## src/rtl/hazard_if.sv

```systemverilog
// Pipeline-side bundle for hazard_controller: hazard inputs from R/X/M/W and
// the stage enable / bubble controls plus status going back.
interface hazard_if;
  logic [4:0]  r_rs, r_rt;
  logic        r_use_rs, r_use_rt;
  logic [4:0]  x_rd, m_rd, w_rd;
  logic        x_we, m_we, w_we;
  logic        x_load, x_branch_taken;
  logic        m_req, m_ready;
  logic        e_f, e_r, e_x, e_m, e_w;
  logic        bub_r, bub_x, bub_w;
  logic        mem_err;
  logic [31:0] perf_stall, perf_data, perf_flush;

  modport master (
    output r_rs, r_rt, r_use_rs, r_use_rt, x_rd, m_rd, w_rd, x_we, m_we, w_we,
           x_load, x_branch_taken, m_req, m_ready,
    input  e_f, e_r, e_x, e_m, e_w, bub_r, bub_x, bub_w, mem_err,
           perf_stall, perf_data, perf_flush
  );

  modport slave (
    input  r_rs, r_rt, r_use_rs, r_use_rt, x_rd, m_rd, w_rd, x_we, m_we, w_we,
           x_load, x_branch_taken, m_req, m_ready,
    output e_f, e_r, e_x, e_m, e_w, bub_r, bub_x, bub_w, mem_err,
           perf_stall, perf_data, perf_flush
  );
endinterface

```

## src/rtl/hazard_controller.sv

```systemverilog
// hazard_controller: stage enables and NOP-insert controls for the F/R/X/M/W
// pipeline. Handles RAW stalls, a two-cycle taken-branch flush, freezes on
// data-memory wait states and a sticky memory watchdog.
// Optional macro HAZARD_PERF_EN builds the 32-bit performance counters;
// without it the perf_* outputs are tied to zero.
module hazard_controller #(
  parameter bit          FORWARDING  = 1'b0,
  parameter int unsigned MEM_TIMEOUT = 255
) (
  input  logic     clk,
  input  logic     rst,
  hazard_if.slave  hif
);
  typedef enum logic {RUN = 1'b0, FLUSH = 1'b1} state_t;

  localparam logic [16:0] TIMEOUT = 17'(MEM_TIMEOUT);

  state_t      state_q, state_d;
  logic [15:0] wd_q, wd_d;
  logic        mem_err_q, mem_err_d;

  logic        hit_x, hit_m, hit_w, data_hz, mem_stall;
  logic        stall_cyc, data_cyc, flush_evt;
  logic [16:0] wd_inc;

  function automatic logic hit(logic [4:0] s, logic u, logic [4:0] rd, logic we);
    return u & we & (rd != 5'd0) & (rd == s);
  endfunction

  // Hazard detection against the instructions ahead of R.
  always_comb begin
    hit_x     = hit(hif.r_rs, hif.r_use_rs, hif.x_rd, hif.x_we) |
                hit(hif.r_rt, hif.r_use_rt, hif.x_rd, hif.x_we);
    hit_m     = hit(hif.r_rs, hif.r_use_rs, hif.m_rd, hif.m_we) |
                hit(hif.r_rt, hif.r_use_rt, hif.m_rd, hif.m_we);
    hit_w     = hit(hif.r_rs, hif.r_use_rs, hif.w_rd, hif.w_we) |
                hit(hif.r_rt, hif.r_use_rt, hif.w_rd, hif.w_we);
    data_hz   = FORWARDING ? (hit_x & hif.x_load) : (hit_x | hit_m | hit_w);
    mem_stall = hif.m_req & ~hif.m_ready;
  end

  // Prioritised control decode; a branch squashes any concurrent hazard.
  always_comb begin
    hif.e_f   = 1'b1;
    hif.e_r   = 1'b1;
    hif.e_x   = 1'b1;
    hif.e_m   = 1'b1;
    hif.e_w   = 1'b1;
    hif.bub_r = 1'b0;
    hif.bub_x = 1'b0;
    hif.bub_w = 1'b0;
    stall_cyc = 1'b0;
    data_cyc  = 1'b0;
    flush_evt = 1'b0;
    state_d   = RUN;
    if (rst) begin
      hif.e_f = 1'b0;
      hif.e_r = 1'b0;
      hif.e_x = 1'b0;
      hif.e_m = 1'b0;
      hif.e_w = 1'b0;
    end else if (mem_stall) begin
      // Freeze everything upstream of W; W drains as a bubble.
      hif.e_f   = 1'b0;
      hif.e_r   = 1'b0;
      hif.e_x   = 1'b0;
      hif.e_m   = 1'b0;
      hif.bub_w = 1'b1;
      stall_cyc = 1'b1;
      state_d   = state_q;
    end else if (hif.x_branch_taken) begin
      hif.bub_r = 1'b1;
      hif.bub_x = 1'b1;
      flush_evt = 1'b1;
      state_d   = FLUSH;
    end else if (state_q == FLUSH) begin
      // Second bubble: the synchronous IMEM word fetched pre-redirect is stale.
      hif.bub_r = 1'b1;
    end else if (data_hz) begin
      hif.e_f   = 1'b0;
      hif.e_r   = 1'b0;
      hif.bub_x = 1'b1;
      stall_cyc = 1'b1;
      data_cyc  = 1'b1;
    end
  end

  // Watchdog: counts consecutive stall cycles, saturating so it cannot wrap.
  always_comb begin
    wd_inc    = {1'b0, wd_q} + 17'd1;
    wd_d      = 16'd0;
    mem_err_d = mem_err_q;
    if (mem_stall) begin
      wd_d = (wd_q == 16'hFFFF) ? wd_q : wd_inc[15:0];
      if (wd_inc >= TIMEOUT) mem_err_d = 1'b1;
    end
  end

  // State, watchdog and error flag registers.
  always_ff @(posedge clk) begin
    if (rst) begin
      state_q   <= RUN;
      wd_q      <= 16'd0;
      mem_err_q <= 1'b0;
    end else begin
      state_q   <= state_d;
      wd_q      <= wd_d;
      mem_err_q <= mem_err_d;
    end
  end

  assign hif.mem_err = mem_err_q;

`ifdef HAZARD_PERF_EN
  logic [31:0] perf_stall_q, perf_stall_d;
  logic [31:0] perf_data_q,  perf_data_d;
  logic [31:0] perf_flush_q, perf_flush_d;

  // Free-running event counters, wrapping modulo 2^32.
  always_comb begin
    perf_stall_d = perf_stall_q + {31'd0, stall_cyc};
    perf_data_d  = perf_data_q  + {31'd0, data_cyc};
    perf_flush_d = perf_flush_q + {31'd0, flush_evt};
  end

  // Counter registers.
  always_ff @(posedge clk) begin
    if (rst) begin
      perf_stall_q <= 32'd0;
      perf_data_q  <= 32'd0;
      perf_flush_q <= 32'd0;
    end else begin
      perf_stall_q <= perf_stall_d;
      perf_data_q  <= perf_data_d;
      perf_flush_q <= perf_flush_d;
    end
  end

  assign hif.perf_stall = perf_stall_q;
  assign hif.perf_data  = perf_data_q;
  assign hif.perf_flush = perf_flush_q;
`else
  logic unused_perf;
  assign unused_perf    = stall_cyc ^ data_cyc ^ flush_evt;
  assign hif.perf_stall = 32'd0;
  assign hif.perf_data  = 32'd0;
  assign hif.perf_flush = 32'd0;
`endif
endmodule

```

## src/flat_wrapper.sv

```systemverilog
// flat-port wrapper written by rule: the top's interface ports become plain ports
module hazard_controller_flat 
#(
  parameter bit          FORWARDING  = 1'b0,
  parameter int unsigned MEM_TIMEOUT = 255
)
  (clk, rst, hif_r_rs, hif_r_rt, hif_r_use_rs, hif_r_use_rt, hif_x_rd, hif_m_rd, hif_w_rd, hif_x_we, hif_m_we, hif_w_we, hif_x_load, hif_x_branch_taken, hif_m_req, hif_m_ready, hif_e_f, hif_e_r, hif_e_x, hif_e_m, hif_e_w, hif_bub_r, hif_bub_x, hif_bub_w, hif_mem_err, hif_perf_stall, hif_perf_data, hif_perf_flush);
  hazard_if hif_i ();
  input  logic clk;
  input  logic rst;
  input wire logic [$bits(hif_i.r_rs)-1:0] hif_r_rs;
  input wire logic [$bits(hif_i.r_rt)-1:0] hif_r_rt;
  input wire logic [$bits(hif_i.r_use_rs)-1:0] hif_r_use_rs;
  input wire logic [$bits(hif_i.r_use_rt)-1:0] hif_r_use_rt;
  input wire logic [$bits(hif_i.x_rd)-1:0] hif_x_rd;
  input wire logic [$bits(hif_i.m_rd)-1:0] hif_m_rd;
  input wire logic [$bits(hif_i.w_rd)-1:0] hif_w_rd;
  input wire logic [$bits(hif_i.x_we)-1:0] hif_x_we;
  input wire logic [$bits(hif_i.m_we)-1:0] hif_m_we;
  input wire logic [$bits(hif_i.w_we)-1:0] hif_w_we;
  input wire logic [$bits(hif_i.x_load)-1:0] hif_x_load;
  input wire logic [$bits(hif_i.x_branch_taken)-1:0] hif_x_branch_taken;
  input wire logic [$bits(hif_i.m_req)-1:0] hif_m_req;
  input wire logic [$bits(hif_i.m_ready)-1:0] hif_m_ready;
  output wire logic [$bits(hif_i.e_f)-1:0] hif_e_f;
  output wire logic [$bits(hif_i.e_r)-1:0] hif_e_r;
  output wire logic [$bits(hif_i.e_x)-1:0] hif_e_x;
  output wire logic [$bits(hif_i.e_m)-1:0] hif_e_m;
  output wire logic [$bits(hif_i.e_w)-1:0] hif_e_w;
  output wire logic [$bits(hif_i.bub_r)-1:0] hif_bub_r;
  output wire logic [$bits(hif_i.bub_x)-1:0] hif_bub_x;
  output wire logic [$bits(hif_i.bub_w)-1:0] hif_bub_w;
  output wire logic [$bits(hif_i.mem_err)-1:0] hif_mem_err;
  output wire logic [$bits(hif_i.perf_stall)-1:0] hif_perf_stall;
  output wire logic [$bits(hif_i.perf_data)-1:0] hif_perf_data;
  output wire logic [$bits(hif_i.perf_flush)-1:0] hif_perf_flush;
  assign hif_i.r_rs = hif_r_rs;
  assign hif_i.r_rt = hif_r_rt;
  assign hif_i.r_use_rs = hif_r_use_rs;
  assign hif_i.r_use_rt = hif_r_use_rt;
  assign hif_i.x_rd = hif_x_rd;
  assign hif_i.m_rd = hif_m_rd;
  assign hif_i.w_rd = hif_w_rd;
  assign hif_i.x_we = hif_x_we;
  assign hif_i.m_we = hif_m_we;
  assign hif_i.w_we = hif_w_we;
  assign hif_i.x_load = hif_x_load;
  assign hif_i.x_branch_taken = hif_x_branch_taken;
  assign hif_i.m_req = hif_m_req;
  assign hif_i.m_ready = hif_m_ready;
  assign hif_e_f = hif_i.e_f;
  assign hif_e_r = hif_i.e_r;
  assign hif_e_x = hif_i.e_x;
  assign hif_e_m = hif_i.e_m;
  assign hif_e_w = hif_i.e_w;
  assign hif_bub_r = hif_i.bub_r;
  assign hif_bub_x = hif_i.bub_x;
  assign hif_bub_w = hif_i.bub_w;
  assign hif_mem_err = hif_i.mem_err;
  assign hif_perf_stall = hif_i.perf_stall;
  assign hif_perf_data = hif_i.perf_data;
  assign hif_perf_flush = hif_i.perf_flush;
  hazard_controller #(.FORWARDING(FORWARDING), .MEM_TIMEOUT(MEM_TIMEOUT)) u_core (.clk(clk), .rst(rst), .hif(hif_i));
endmodule
```

## config.mk

```make
export PLATFORM = sky130hd
export DESIGN_NAME = hazard_controller_flat
export DESIGN_NICKNAME = d
export VERILOG_FILES = /design/src/rtl/hazard_if.sv /design/src/rtl/hazard_controller.sv /design/src/flat_wrapper.sv
export SDC_FILE = /design/constraint.sdc
export NUM_CORES = 1
export LEC_CHECK = 0
export BUFFER_PORTS_ARGS = -buffer_cell sky130_fd_sc_hd__buf_2
export CAP_MARGIN = 10
export CORE_MARGIN = 2
export CORE_UTILIZATION = 40
export DETAILED_ROUTE_END_ITERATION = 7
export GPL_TIMING_DRIVEN = 0
export PLACE_DENSITY = 0.74
export SLEW_MARGIN = 10
export SYNTH_ARGS = -nofsm -noshare
export SYNTH_HDL_FRONTEND = slang
export SYNTH_SLANG_ARGS = --single-unit
```

## constraint.sdc

```tcl
create_clock -name clk -period 3 [get_ports clk]
set_input_delay 0.15 -clock clk [delete_from_list [all_inputs] [get_ports clk]]
set_output_delay 0.15 -clock clk [all_outputs]
set_load 0.1 [all_outputs]
```

==> metrics.txt <==
status completed; cell breakdown of the critical path ha_1, nand3_1, nor4_1, nand2_1, clkbuf_1, a211oi_1; TNS Setup 0 ps; final period utilization ~83%; Power per Cell Area approximately 420 mW/mm^2; Crit Path Category flip-flop to flip-flop; Tot GR Track Use between 10% and 20%; floorplan die area 0.00603 sq mm; endpoint kind of the worst setup timing path flip-flop; instance count of the mapped netlist approximately 280; weighted congestion reported at the end of routability-driven placement 0.838; remaining global-route overflow 0; element type at the critical path start flip-flop; count of H-tree levels built during CTS 1; via density per instance between 4 and 5; Floorplan Core Area between 0.005 and 0.006 sq mm; Initial Util roughly two fifths; Area Overhead vs Synth 33.1%; total setup violations reported at the end of the flow 0; GR met3 Demand/Resource between 4 and 5%; number of hold violations in the final report 0; clock input transition at the sequential cells of the worst setup and hold paths around 70 ps; number of max-capacitance violations reported 0; via count of the first global-routing pass roughly 1,700; leak pwr roughly 1.6 nW; setup slack after placement about 560 ps; remaining antenna violation count 0; Layout Cells excl Fill 487; count of nets after finishing between 400 and 500; vias post-DR ~2,000; clock skew approximately 5.3 ps; number of DRC markers in iteration 0 47; initial antenna violation count 0; count of hold buffers inserted by post-cts repair 0; largest net degree at the start of global routing 11; cell with the biggest individual delay on the critical path sky130_fd_sc_hd__nor4_1; clock sinks 18; total placed cells including tap cells approximately 480; synthesized area between 0.002 and 0.0025 sq mm; flip-flop and latch count after synthesis 18; detailed-route DRC error count 0; number of fillers in the final layout between 500 and 600; Die X-Extent around 78 um; busiest metal layer after global routing met2; count of unique library cells instantiated by Yosys 44; maximum cell stage delay along the critical path 630 ps; total half-perimeter wirelength after legalization and detailed placement between 4 and 5 mm; class of the tightest hold or removal check input port to flip-flop; clock buffers created by TritonCTS 3; total of cells resized after clock tree synthesis 0; number of warnings reported in the yosys synthesis log 0; detailed-route wire length per cell ~10 um; maximum buffer depth of the clock tree 2; time the worst path needs with I/O delays and setup roughly 2500 ps; wire length of the first global-routing pass roughly 7.6 mm; cell row count 26; share of cells above drive strength 1 a little over a third; TritonRoute pass-1 iters 4; clock tree from TritonCTS done; insertion delay of the later-clocked pin in the worst-skew pair 260 ps; critical-path maximum fanout 10; normalized max-slew margin 47.8%; root buffer cell sky130_fd_sc_hd__clkbuf_8; Global Route met1 Usage roughly 17%; worst-case setup margin in the final layout 521 ps; met2 routing resource usage after global routing about 27%; Slew Limit Fails 0; share of synthesized area occupied by flip-flops and latches between 10% and 20%; total detailed-routing wirelength 4.87 mm; port buffer count 43; die boundary height approximately 80 um; Crit path arrival time about 2700 ps; RSZ-0062 raised after global routing false; postcts setup bufs 0; per-instance average area after synthesis roughly 8 sq um; VDD IR-drop max 0.293 mV; Least-Margin Pin Slew 775 ps; highest clock frequency the design can meet between 400 and 500 MHz; # IOs about 140; total inserted antenna cells 0; Data required, critical path around 3200 ps
-- critical path: cells and delay by family, from the launching register on --
family                     cells  cell delay (ps)
AOI/OAI and AO/OA              1              280
and+or+nand+nor                3             1020
DFF                            1              500
buffers and inverters          1              280
adders and majority gates      1              310
-- report_power, final --
part           internal (W)  switching, W
clock             0.0000894     0.0000825
sequential         0.000240    0.00000125
combinational      0.000138      0.000650
-- routing by layer --
layer  up-vias  share of wire [%]
met4         0                1.1
li1       1041                  -
met1       850                 40
met5         -                  0
met3         7                9.2
met2        84                 49
-- through the flow --
| stage | instance area (sq um) | hold WS [ps] | total power (W) | utilization, % |
|---|---|---|---|---|
| after detailed placement | 2850 | 478 | 0.00103 | 55.1 |
| final | 2890 | 200 | 0.00120 | 55.9 |
| after global placement | 2850 | 458 | 0.00103 | 55.1 |
| after floorplan | 2540 | 320 | 0.000974 | - |
| after CTS | 2890 | 204 | 0.00120 | 55.9 |
| after global routing | 2890 | 254 | 0.00124 | 55.9 |
-- sequential cells by signal (all words and copies together), names as in the netlist --
name / flops
u_core.state_q: 1
u_core.hif.mem_err: 1
u_core.wd_q: 16
-- area by class of cell --
type | instances | area (sq um) | share of cell area, %
tap | 70 | 87.6 | 3.03
inverter | 8 | 33.8 | 1.17
clock buffer | 3 | 41.3 | 1.43
timing repair buffer | 43 | 215 | 7.45
multi-input combinational | 243 | 1400 | 48.4
sequential | 18 | 360 | 12.5
buffer | 102 | 752 | 26.0
-- Yosys cell counts (all sizes together) --
library cell,n,area (sq um)
and4,4,35.0
o2111ai,1,8.76
or4,4,30.0
a221o,1,10.0
a21oi,14,70.1
xor2,27,236
a211oi,5,37.5
o31a,1,8.76
a31oi,2,12.5
nand3b,1,7.51
xnor2,11,96.3
clkbuf,3,11.3
conb,1,3.75
nor3,7,35.0
a32oi,2,17.5
or2,1,6.26
nand2,12,45.0
a31o,1,8.76
inv,8,30.0
nand4,3,33.8
nor2b,2,12.5
buf,99,741
a21o,1,7.51
nand2b,2,12.5
or3,1,6.26
dfxtp,18,360
nor2,5,18.8
nor4,8,65.1
nor4b,1,8.76
o21ai,9,45.0
nand3,5,25.0
o211ai,1,7.51
and3b,1,8.76
and2,4,25.0
o31ai,1,7.51
ha,2,25.0
o22ai,1,6.26
and3,4,25.0
a21boi,1,7.51
a2111o,1,11.3
-- worst paths after layout --
| kind | startpoint | endpoint | slack, ps | cells past startpoint |
|---|---|---|---|---|
| setup / recovery | u_core.wd_q[1] | u_core.wd_q[1] | 520 | 6 |
| hold / removal | hif_x_branch_taken | u_core.state_q | 200 | 3 |
| setup reg to reg | u_core.wd_q[1] | u_core.wd_q[1] | 520 | 6 |
| hold reg to reg | u_core.state_q | u_core.state_q | 500 | 2 |
-- cells in the final DEF (no fill, tap or decap), drive strengths merged, types with 2 or more instances in the layout --
cell type / synthesis / routed
a21oi: 14 / 14
nand3: 5 / 5
buf: 99 / 142
and3: 4 / 4
conb: 1 / 96
xor2: 27 / 27
a32oi: 2 / 2
inv: 8 / 7
and4: 4 / 4
nand2b: 2 / 2
xnor2: 11 / 11
nand2: 12 / 12
o21ai: 9 / 9
or4: 4 / 4
dfxtp: 18 / 18
nor2b: 2 / 2
nor2: 5 / 5
ha: 2 / 2
nor3: 7 / 7
a31oi: 2 / 2
clkbuf: 3 / 6
and2: 4 / 4
nand4: 3 / 3
a211oi: 5 / 5
nor4: 8 / 8
-- cells by family after synthesis --
group | count (synthesis) | share of synthesized area (%)
flops | 18 | 16.6
compound gates | 42 | 12.3
fa+ha+maj | 2 | 1.15
xor+xnor | 38 | 15.3
other cells | 1 | 0.173
simple gates | 65 | 18.4
buf+inv | 110 | 36.0
No activity file was read; power rests on OpenSTA's default activity.
